`config.mk`:
```
export PLATFORM = sky130hd
export DESIGN_NAME = kart_controller
export DESIGN_NICKNAME = d
export VERILOG_FILES = /design/src/rtl/kart_controller.sv
export SDC_FILE = /design/constraint.sdc
export NUM_CORES = 1
export LEC_CHECK = 0
export ABC_AREA = 0
export CAP_MARGIN = 40
export CORE_MARGIN = 1
export CORE_UTILIZATION = 49
export CTS_BUF_LIST = sky130_fd_sc_hd__clkbuf_16
export CTS_CLUSTER_DIAMETER = 120
export DETAILED_ROUTE_END_ITERATION = 12
export GPL_TIMING_DRIVEN = 0
export PLACE_DENSITY = 0.85
export SLEW_MARGIN = 20
export SYNTH_ARGS = -nofsm -noshare
export SYNTH_HDL_FRONTEND = slang
export SYNTH_SLANG_ARGS = --single-unit
export TNS_END_PERCENT = 20
```
`constraint.sdc`:
```
create_clock -name clk_in -period 2.75 [get_ports clk_in]
set_clock_uncertainty 0.1 [all_clocks]
set_input_delay 0.275 -clock clk_in [delete_from_list [all_inputs] [get_ports clk_in]]
set_output_delay 0.275 -clock clk_in [all_outputs]
set_load 0.01 [all_outputs]
```
`src/rtl/kart_controller.sv`:
```
// kart_controller: per-frame kart state engine. Each frame it looks up the
// track/obstacle tile under the kart, applies the driver inputs to speed,
// heading and lap count, then moves the kart in quarter-pixel units.
//
// Frame sequence: IDLE -> LOOKUP -> WAIT -> SAMPLE -> UPDATE -> MOVE -> IDLE.
// A tick is only accepted in IDLE; ticks in any other state are dropped.
// update_done_out is high for the single cycle after the new position is
// registered, and the position then holds until the next frame's MOVE.
module kart_controller #(
  parameter int MAX_SPEED       = 8,
  parameter int SAND_MAX_SPEED  = 3,
  parameter int ACCEL           = 1,
  parameter int TURN_FRAMES     = 4,
  parameter int OIL_SPIN_FRAMES = 30,
  parameter int START_X         = 1024,
  parameter int START_Y         = 1024,
  parameter int START_HEADING   = 2
) (
  input  logic        clk_in,
  input  logic        rst_in,
  input  logic        frame_tick_in,
  input  logic        btn_accel_in,
  input  logic        btn_brake_in,
  input  logic        btn_left_in,
  input  logic        btn_right_in,
  output logic [7:0]  tile_addr_out,
  input  logic [3:0]  tile_type_in,
  input  logic [3:0]  obstacle_type_in,
  output logic [10:0] player_x_out,
  output logic [10:0] player_y_out,
  output logic [2:0]  heading_out,
  output logic [3:0]  speed_out,
  output logic [3:0]  lap_count_out,
  output logic        update_done_out
);

  localparam logic [2:0] S_IDLE   = 3'd0;
  localparam logic [2:0] S_LOOKUP = 3'd1;
  localparam logic [2:0] S_WAIT   = 3'd2;
  localparam logic [2:0] S_SAMPLE = 3'd3;
  localparam logic [2:0] S_UPDATE = 3'd4;
  localparam logic [2:0] S_MOVE   = 3'd5;

  localparam logic [5:0]  ROAD_LIM    = 6'(MAX_SPEED);
  localparam logic [5:0]  SAND_LIM    = 6'(SAND_MAX_SPEED);
  localparam logic [5:0]  ACCEL_STEP  = 6'(ACCEL);
  localparam logic [7:0]  TURN_RELOAD = 8'(TURN_FRAMES - 1);
  localparam logic [5:0]  SPIN_LOAD   = 6'(OIL_SPIN_FRAMES);
  localparam logic [10:0] X_RESET     = 11'(START_X);
  localparam logic [10:0] Y_RESET     = 11'(START_Y);
  localparam logic [2:0]  H_RESET     = 3'(START_HEADING);

  localparam logic [3:0] TILE_SAND   = 4'd1;
  localparam logic [3:0] OBST_FINISH = 4'd5;
  localparam logic [3:0] OBST_OIL    = 4'd6;

  logic [2:0] state;
  logic [3:0] tile;
  logic [3:0] obstacle;
  logic [3:0] prev_obstacle;
  logic [5:0] spin_cnt;
  logic [7:0] turn_cd;

  logic [3:0] next_speed;
  logic [2:0] next_heading;
  logic [5:0] next_spin;
  logic [7:0] next_cd;
  logic [3:0] next_lap;
  logic [5:0] limit;
  logic [5:0] speed_wide;
  logic [5:0] raw_speed;

  logic        x_pos, x_neg, y_pos, y_neg;
  logic [12:0] step;
  logic [12:0] x_wide, y_wide;
  logic [10:0] next_x, next_y;

  // Frame update rules: spinning beats oil entry beats normal driving.
  always_comb begin
    limit        = (tile == TILE_SAND) ? SAND_LIM : ROAD_LIM;
    speed_wide   = {2'b00, speed_out};
    raw_speed    = speed_wide;
    next_speed   = speed_out;
    next_heading = heading_out;
    next_spin    = spin_cnt;
    next_cd      = turn_cd;
    if (spin_cnt != 6'd0) begin
      next_speed   = 4'd0;
      next_heading = heading_out + 3'd1;
      next_spin    = spin_cnt - 6'd1;
    end else if (obstacle == OBST_OIL && prev_obstacle != OBST_OIL) begin
      next_spin  = SPIN_LOAD;
      next_speed = 4'd0;
    end else begin
      if (btn_brake_in) begin
        raw_speed = (speed_wide >= 6'd2) ? speed_wide - 6'd2 : 6'd0;
      end else if (btn_accel_in) begin
        raw_speed = speed_wide + ACCEL_STEP;
      end else begin
        raw_speed = (speed_wide != 6'd0) ? speed_wide - 6'd1 : 6'd0;
      end
      // Also pulls a fast kart down to the sand cap on the first sand frame.
      if (raw_speed > limit) raw_speed = limit;
      next_speed = raw_speed[3:0];
      if ((btn_left_in ^ btn_right_in) && turn_cd == 8'd0) begin
        next_heading = btn_left_in ? heading_out - 3'd1 : heading_out + 3'd1;
        next_cd      = TURN_RELOAD;
      end else if (turn_cd != 8'd0) begin
        next_cd = turn_cd - 8'd1;
      end
    end
    next_lap = lap_count_out;
    if (obstacle == OBST_FINISH && prev_obstacle != OBST_FINISH &&
        lap_count_out != 4'd15) begin
      next_lap = lap_count_out + 4'd1;
    end
  end

  // Position integration along the heading vector, saturated to the track.
  always_comb begin
    x_pos = 1'b0;
    x_neg = 1'b0;
    y_pos = 1'b0;
    y_neg = 1'b0;
    case (heading_out)
      3'd0: y_neg = 1'b1;
      3'd1: begin x_pos = 1'b1; y_neg = 1'b1; end
      3'd2: x_pos = 1'b1;
      3'd3: begin x_pos = 1'b1; y_pos = 1'b1; end
      3'd4: y_pos = 1'b1;
      3'd5: begin x_neg = 1'b1; y_pos = 1'b1; end
      3'd6: x_neg = 1'b1;
      default: begin x_neg = 1'b1; y_neg = 1'b1; end
    endcase
    step   = {9'd0, speed_out};
    x_wide = {2'b00, player_x_out};
    y_wide = {2'b00, player_y_out};
    if (x_pos) x_wide = x_wide + step;
    else if (x_neg) x_wide = x_wide - step;
    if (y_pos) y_wide = y_wide + step;
    else if (y_neg) y_wide = y_wide - step;
    // Bit 12 set means the result went negative; bit 11 means past 2047.
    if (x_wide[12]) next_x = 11'd0;
    else if (x_wide[11]) next_x = 11'd2047;
    else next_x = x_wide[10:0];
    if (y_wide[12]) next_y = 11'd0;
    else if (y_wide[11]) next_y = 11'd2047;
    else next_y = y_wide[10:0];
  end

  // Frame sequencer and all kart state registers.
  always_ff @(posedge clk_in) begin
    if (!rst_in) begin
      state           <= S_IDLE;
      tile            <= 4'd0;
      obstacle        <= 4'd0;
      prev_obstacle   <= 4'd0;
      spin_cnt        <= 6'd0;
      turn_cd         <= 8'd0;
      tile_addr_out   <= 8'd0;
      player_x_out    <= X_RESET;
      player_y_out    <= Y_RESET;
      heading_out     <= H_RESET;
      speed_out       <= 4'd0;
      lap_count_out   <= 4'd0;
      update_done_out <= 1'b0;
    end else begin
      update_done_out <= 1'b0;
      case (state)
        S_IDLE: begin
          if (frame_tick_in) begin
            tile_addr_out <= {player_y_out[10:7], player_x_out[10:7]};
            state         <= S_LOOKUP;
          end
        end
        S_LOOKUP: state <= S_WAIT;
        S_WAIT:   state <= S_SAMPLE;
        S_SAMPLE: begin
          tile     <= tile_type_in;
          obstacle <= obstacle_type_in;
          state    <= S_UPDATE;
        end
        S_UPDATE: begin
          speed_out     <= next_speed;
          heading_out   <= next_heading;
          spin_cnt      <= next_spin;
          turn_cd       <= next_cd;
          lap_count_out <= next_lap;
          prev_obstacle <= obstacle;
          state         <= S_MOVE;
        end
        S_MOVE: begin
          player_x_out    <= next_x;
          player_y_out    <= next_y;
          update_done_out <= 1'b1;
          state           <= S_IDLE;
        end
        default: state <= S_IDLE;
      endcase
    end
  end

endmodule

```
# Word level (Yosys, flattened, before mapping)
# Index checks and enable logic that the tools add are counted.
classes:
  n_addsub: 12
  n_lt_le_gt_ge: 2
  eq_ne: 21
  muxes: 31
  bitwise_logic: 3
  n_reduce_logical: 24
op_table:
  columns: ["op", "n"]
  rows:
  - ["$mux W13", 4]
  - ["$mux W6", 8]
  - ["$mux W11", 4]
  - ["$add A11 B4 Y12", 2]
  - ["$sub A11 B4 Y12", 2]
  - ["$mux W4", 4]
  - ["$mux W8", 2]
  - ["$eq A3 B3 Y1 const B", 5]
  - ["$mux W3", 5]
  - ["$pmux W3 S5", 1]
  - ["$eq A3 B2 Y1 const B", 4]
  - ["$reduce_and A2 Y1", 5]
  - ["$reduce_or A5 Y1", 2]
  - ["$eq A4 B3 Y1 const B", 2]
  - ["$logic_not A8 Y1", 1]
  - ["$ne A4 B1 Y1 const B", 2]
  - ["$ne A4 B3 Y1 const B", 2]
  - ["$reduce_bool A8 Y1", 1]
  - ["$sub A8 B1 Y8 const B", 1]
  - ["$eq A3 B1 Y1 const B", 2]
  - ["$gt A6 B4 Y1", 1]
  - ["$logic_not A3 Y1", 2]
  - ["$reduce_bool A2 Y1", 3]
  - ["$reduce_bool A6 Y1", 1]
  - ["other kinds (19)", 27]
word_totals:
  reg_bits: 71
  inputBits: 15
  out_inout_bits: 42

# Logic depth before layout (Yosys ltp)
logic_depth:
  ltp_word: 10
  ltp_mapped: 13

# Worst setup path before layout
# No wires, ideal clock.
synth_path:
  path_type: "register -> register"
  startpoint: "reg speed_out[3]"
  endpoint: "reg player_x_out[5]"
  setup_ns: 0.126
  arrival_time_ns: 2.776
  t_required_ns: 2.524
  setup_slack_ns: -0.252
  path_stages_with_launch: 9
  path_cell_list: "dfxtp_1 > clkbuf_1 > inv_1 > ha_1 > or4_4 > or4_4 > or4_4 > o21ai_4 > nor3_2"
synth_between:
  elab_chain_cells: 5
  elab_cells_between_ends: 8
synth_rtl:
  columns: ["item", "line_no", "rtl"]
  rows:
  - ["start: declaration", "32", "output logic [3:0] speed_out,"]
  - ["start signal: assignment", "184", "speed_out <= next_speed;"]
  - ["$sub A11 B4 Y12", "139", "else if (x_neg) x_wide = x_wide - step;"]
  - ["$mux W13", "139", null]
  - ["$mux W13 (*)", "138", "if (x_pos) x_wide = x_wide + step;"]
  - ["$ne A4 B1 Y1 (no source line) or $mux W11 (tied branches)", null, null]
  - ["$reduce_and A2 Y1 (no source line) or $mux W11 (tied branches)", null, null]
  - ["end signal: assignment", "193", "player_x_out <= next_x;"]
  - ["end: declaration", "29", "output logic [10:0] player_x_out,"]
# Every way passes the cells marked *; elsewhere a longest branch is shown, timed or not. The select of a mux whose other input is x is not followed.
# A chain may end at the register's enable or synchronous reset.

# Final worst setup path
layout_path:
  startpoint: "reg speed_out[1]"
  endpoint: "reg speed_out[3]"
layout_between:
  elab_chain_cells: 10
  elab_cells_between_ends: 15
layout_rtl:
  columns: ["item", "line_no", "rtl"]
  rows:
  - ["$sub A4 B1 Y5 or $reduce_bool A4 Y1 (tied branches)", "100", "raw_speed = (speed_wide != 6'd0) ? speed_wide - 6'd1 : 6'd0;"]
  - ["$mux W6", "100", null]
  - ["$mux W6", "97", "end else if (btn_accel_in) begin"]
  - ["$mux W6 (*)", "95", "if (btn_brake_in) begin"]
  - ["$mux W6 (*)", "91", "end else if (obstacle == OBST_OIL && prev_obstacle != OBST_OIL) begin"]
  - ["$mux W6 (*)", "87", "if (spin_cnt != 6'd0) begin"]
  - ["$gt A6 B4 Y1", "103", "if (raw_speed > limit) raw_speed = limit;"]
  - ["$mux W4 (*)", "103", null]
  - ["$mux W4 (*)", "91", null]
  - ["$mux W4 (*)", "87", null]
# Marks and branches as above.

==> flow_summary_export.csv <==
group,metric,value,unit
sta,finalCritPeriodShare,1.056,
setup_path,worstPathRequired,2.85,ns
setup_path,worst_setup_path_end_kind,"flip-flop",
worst_hold_path,min-delay-start,"rst_in",
detailed_routing,drt_iter0_drc,556,
floorplan,floorplan.die.height,102.3,microns
setup_path,critical_path_arrival,3.00,ns
synthesis,mappedNetlistNets,674,
outcome,run_status,"finished with violations",
clocking,clk-insertion-delay-late,0.34,ns
worst_hold_path,hold_class,"primary input to flip-flop",
grt,total_gr_overflow,0,
final_layout,multi_input_comb_area,3426,sq um
sta,period_needed,2.905,ns
placement,routabilityCongestion,0.9340,
sta,rsz_0062_raised_after_global_routing,"true",
clocking,clock-sinks,71,
synthesis,synth_cell_types,79,
floorplan,fp.coreArea,9774,sq um
sta,final_setup_vio_count,5,
power_and_ir_drop,power_density,374.5,nW/um^2
final_layout,regArea,1436,sq um
final_layout,final_net_count,773,
clocking,clock_path_buffers,2,
clocking,tritoncts,"built",
flow_run,max-cap-violations,0,
synthesis,synth.yosys.seq_area_share,0.2886,
clocking,post_cts_hold_buffer_count,0,
detailed_routing,postRouteWirelength,14.90,mm
sta,slew_viol_final,0,
final_layout,fill_cells,773,
synthesis,synth_async_sr_flop_share,0,
power_and_ir_drop,total_leakage_power,2.443,nW
synthesis,edff_count_synth,0,
grt,grt_antenna_before_repair,0,
final_layout,antenna_cells_inserted,0,
final_layout,synthesis_to_layout_area_growth,30.03,%
power_and_ir_drop,p_seq_frac,0.438,
floorplan,die_x,102.3,microns
clocking,cts_max_level,3,
setup_path,start_kind,"flip-flop",
power_and_ir_drop,internal_portion_of_total_power,1.817,mW
detailed_routing,detail_route.vias_per_cell,6.131,
clocking,clock_slew_seen_by_the_registers_of_the_worst_setup_and_hold_paths,0.06,ns
final_layout,drive_above_1_share,0.1586,
detailed_routing,route.detailed.drc,0,
power_and_ir_drop,netSwitchingFraction,0.2423,
placement,numPlacedInstances,804,
synthesis,synth_commonest_cells,"sky130_fd_sc_hd__dfxtp_1 (71), sky130_fd_sc_hd__nor2_1 (62), sky130_fd_sc_hd__nand2_1 (61), sky130_fd_sc_hd__a21oi_1 (59), sky130_fd_sc_hd__ha_1 (39)",
grt,global_route_wire_length_before_repair,23.20,mm
synthesis,yosys.cell_count.top_type,"sky130_fd_sc_hd__dfxtp_1",
setup_path,crit_chain,"ha_4 > or3b_4 > a21bo_4 > buf_4 > nand2_1 > o21ai_0 > ha_1 > a31oi_1 > o31ai_2 > o2111a_2 > mux2i_1 > o32ai_2",
sta,maximum_clock_rate,344.2,MHz
outcome,violations_in_the_final_reports,"negative setup slack",
synthesis,synthesis.area_per_instance,7.995,sq um
synthesis,post_synth_inst_count,616,
power_and_ir_drop,vdd_drop_max,0.3097,mV
floorplan,initial_util,0.5038,
placement,post-dp-hpwl,10.13,mm
grt,grt_max_degree,13,
power_and_ir_drop,power_frac_clock,0.470,
sta,slew_headroom,0.4538,
detailed_routing,wire_per_inst,17.49,microns
sta,hold_viol_final,0,
synthesis,synth_area,4925,sq um
synthesis,synth.ff_latch_count,71,
synthesis,synthesis.yosys.warnings,0,
sta,transition_time_of_the_tightest_slew_check_pin,0.8172,ns
clocking,root_buffer,"sky130_fd_sc_hd__clkbuf_16",
synthesis,largest_area_contributor_in_the_netlist,"sky130_fd_sc_hd__dfxtp_1",
grt,grt_usage,0.2834,
power_and_ir_drop,post-layout-total-power,2.398,mW
clocking,cts_buffers,9,
synthesis,yosysTopAreaCellShare,0.2886,
grt,number_of_global_route_vias_before_repair,4772,
setup_path,setup.worst_path.class,"flip-flop to flip-flop",
floorplan,floorplan.io_pins,57,
floorplan,fp-row-count,36,
floorplan,floorplan_die_area,10460,sq um
setup_path,cp_max_fo,8,
sta,finalWorstSetupSlack,-0.1549,ns
detailed_routing,detailroute.via_count,5224,
placement,port-buffer-count,55,
power_and_ir_drop,comb_power_share,0.093,
synthesis,most_used_flip_flop_cell_after_synthesis,"sky130_fd_sc_hd__dfxtp_1",
setup_path,slowest_delay,0.44,ns
final_layout,fin_cells,852,
power_and_ir_drop,power.switching,581.2,uW
detailed_routing,postRouteAntennaNets,0,
sta,tns,-0.3858,ns
sta,hold_ws,0.1511,ns
setup_path,reg2reg_from,"speed_out[1]$_SDFFE_PN0P_",
synthesis,yosys-top-cells-area,"sky130_fd_sc_hd__dfxtp_1 (29%), sky130_fd_sc_hd__ha_1 (9.9%), sky130_fd_sc_hd__a21oi_1 (6.0%), sky130_fd_sc_hd__nor2_1 (4.7%), sky130_fd_sc_hd__nand2_1 (4.6%)",
detailed_routing,drt-pass1-iter-count,7,
setup_path,critical_path_startpoint,"speed_out[1]$_SDFFE_PN0P_",
setup_path,timing.critical_path.slowest_stage_cell,"sky130_fd_sc_hd__dfxtp_4",
timing repair:
| item | 4_1_cts | 5_1_grt |
|---|---|---|
| endpoints found under the hold margin | 0 | 0 |
| pin swaps | 6 | 17 |
| setup endpoints to repair | 25 | 26 |
| gates resized for setup | 24 | 34 |
| setup buffers | 12 | 22 |
power groups by stage:
stage	Sequential [mW]	Clock [mW]	Combinational (mW)
global placement	1.08	0	0.192
finish	1.05	1.13	0.222
global route	1.05	1.17	0.242
CTS	1.05	1.12	0.205
detailed placement	1.08	0	0.200
floorplan	1.08	0	0.125
through the flow:
stage                     setup WS (ns)  cell area [sq um]  utilization
after floorplan                -0.06834               4930            -
after global placement          -0.3571               5647       0.5777
after detailed placement        -0.4260               5653       0.5783
after CTS                      -0.08561               6113       0.6254
after global routing            -0.2226               6404       0.6551
final                           -0.1549               6404       0.6551
kinds of logic (layout without fill, tap and decap cells):
group           after synthesis  after routing  synth area share
simple gates                239            239            0.2508
buf+inv                      61            164           0.05513
fa+ha+maj                    43             43            0.1153
mux                          12             12           0.02439
flops                        71             71            0.2886
compound gates              172            172            0.2337
xor+xnor                     18             18           0.03201
area by class of cell:
type / instances / area share
Tap cell: 133 / 0.02599
Timing Repair Buffer: 89 / 0.1258
Sequential cell: 71 / 0.2243
Clock buffer: 9 / 0.03517
Inverter: 32 / 0.02169
Buffer: 28 / 0.02345
Clock inverter: 6 / 0.008597
Multi-Input combinational cell: 484 / 0.5350
placed cells by master (no fill, tap or decap), types with 4 or more instances in the layout:
cell type and count:
sky130_fd_sc_hd__dfxtp_4 4, sky130_fd_sc_hd__o211ai_1 5, sky130_fd_sc_hd__nor2_1 59, sky130_fd_sc_hd__nand3b_1 4, sky130_fd_sc_hd__inv_1 29, sky130_fd_sc_hd__dfxtp_1 67, sky130_fd_sc_hd__nand2_1 60, sky130_fd_sc_hd__a221o_1 4
sky130_fd_sc_hd__o21ai_0 21, sky130_fd_sc_hd__and3_1 7, sky130_fd_sc_hd__clkbuf_16 9, sky130_fd_sc_hd__o221ai_1 6, sky130_fd_sc_hd__nand4_1 9, sky130_fd_sc_hd__clkbuf_1 18, sky130_fd_sc_hd__clkdlybuf4s50_1 55, sky130_fd_sc_hd__fa_1 4
sky130_fd_sc_hd__nand3_1 17, sky130_fd_sc_hd__xnor2_1 10, sky130_fd_sc_hd__o21ai_1 6, sky130_fd_sc_hd__ha_1 34, sky130_fd_sc_hd__nor2_2 4, sky130_fd_sc_hd__a31oi_1 6, sky130_fd_sc_hd__o22ai_1 5, sky130_fd_sc_hd__nor2b_1 9
sky130_fd_sc_hd__or3_1 4, sky130_fd_sc_hd__mux2i_1 12, sky130_fd_sc_hd__a21oi_1 54, sky130_fd_sc_hd__a211oi_1 8, sky130_fd_sc_hd__a21oi_2 5, sky130_fd_sc_hd__nor3_2 5, sky130_fd_sc_hd__nand2b_1 6, sky130_fd_sc_hd__buf_4 34
sky130_fd_sc_hd__xor2_1 8, sky130_fd_sc_hd__nor3_1 16
critical path, delay by kind of cell (launching register included):
family,cells,cell delay [ns]
multiplexers,1,0.24
AND/OR/NAND/NOR,2,0.43
buffers and inverters,1,0.14
AO/OA/AOI/OAI,6,0.94
adder cells (fa/ha/maj),2,0.46
flip-flops,1,0.44
per-layer routing:
metal  vias to the layer above  GRT usage  wire length, microns
met4                         0     0.1055                   428
met1                      2459     0.3625                  6175
met2                       277     0.4837                  7253
met3                        47    0.04036                  1043
li1                       2441          -                     -
met5                         -          0                     0
path summary, 6_finish.rpt:
path                                         to  cells after the start  slack (ns)
setup / recovery      speed_out[3]$_SDFFE_PN0P_                     12       -0.15
hold / removal     player_y_out[5]$_SDFFE_PN0P_                      3        0.15
setup reg to reg      speed_out[3]$_SDFFE_PN0P_                     12       -0.15
hold reg to reg   tile_addr_out[6]$_SDFFE_PN0P_                      2        0.35
registers in the layout (all words and copies together), names as in the netlist, 4 cells and up:
register       cells
obstacle           4
spin_cnt           6
player_x_out      11
speed_out          4
turn_cd            8
prev_obstacle      4
player_y_out      11
tile_addr_out      8
lap_count_out      4
tile               4
No activity file was read; power rests on OpenSTA's default activity.
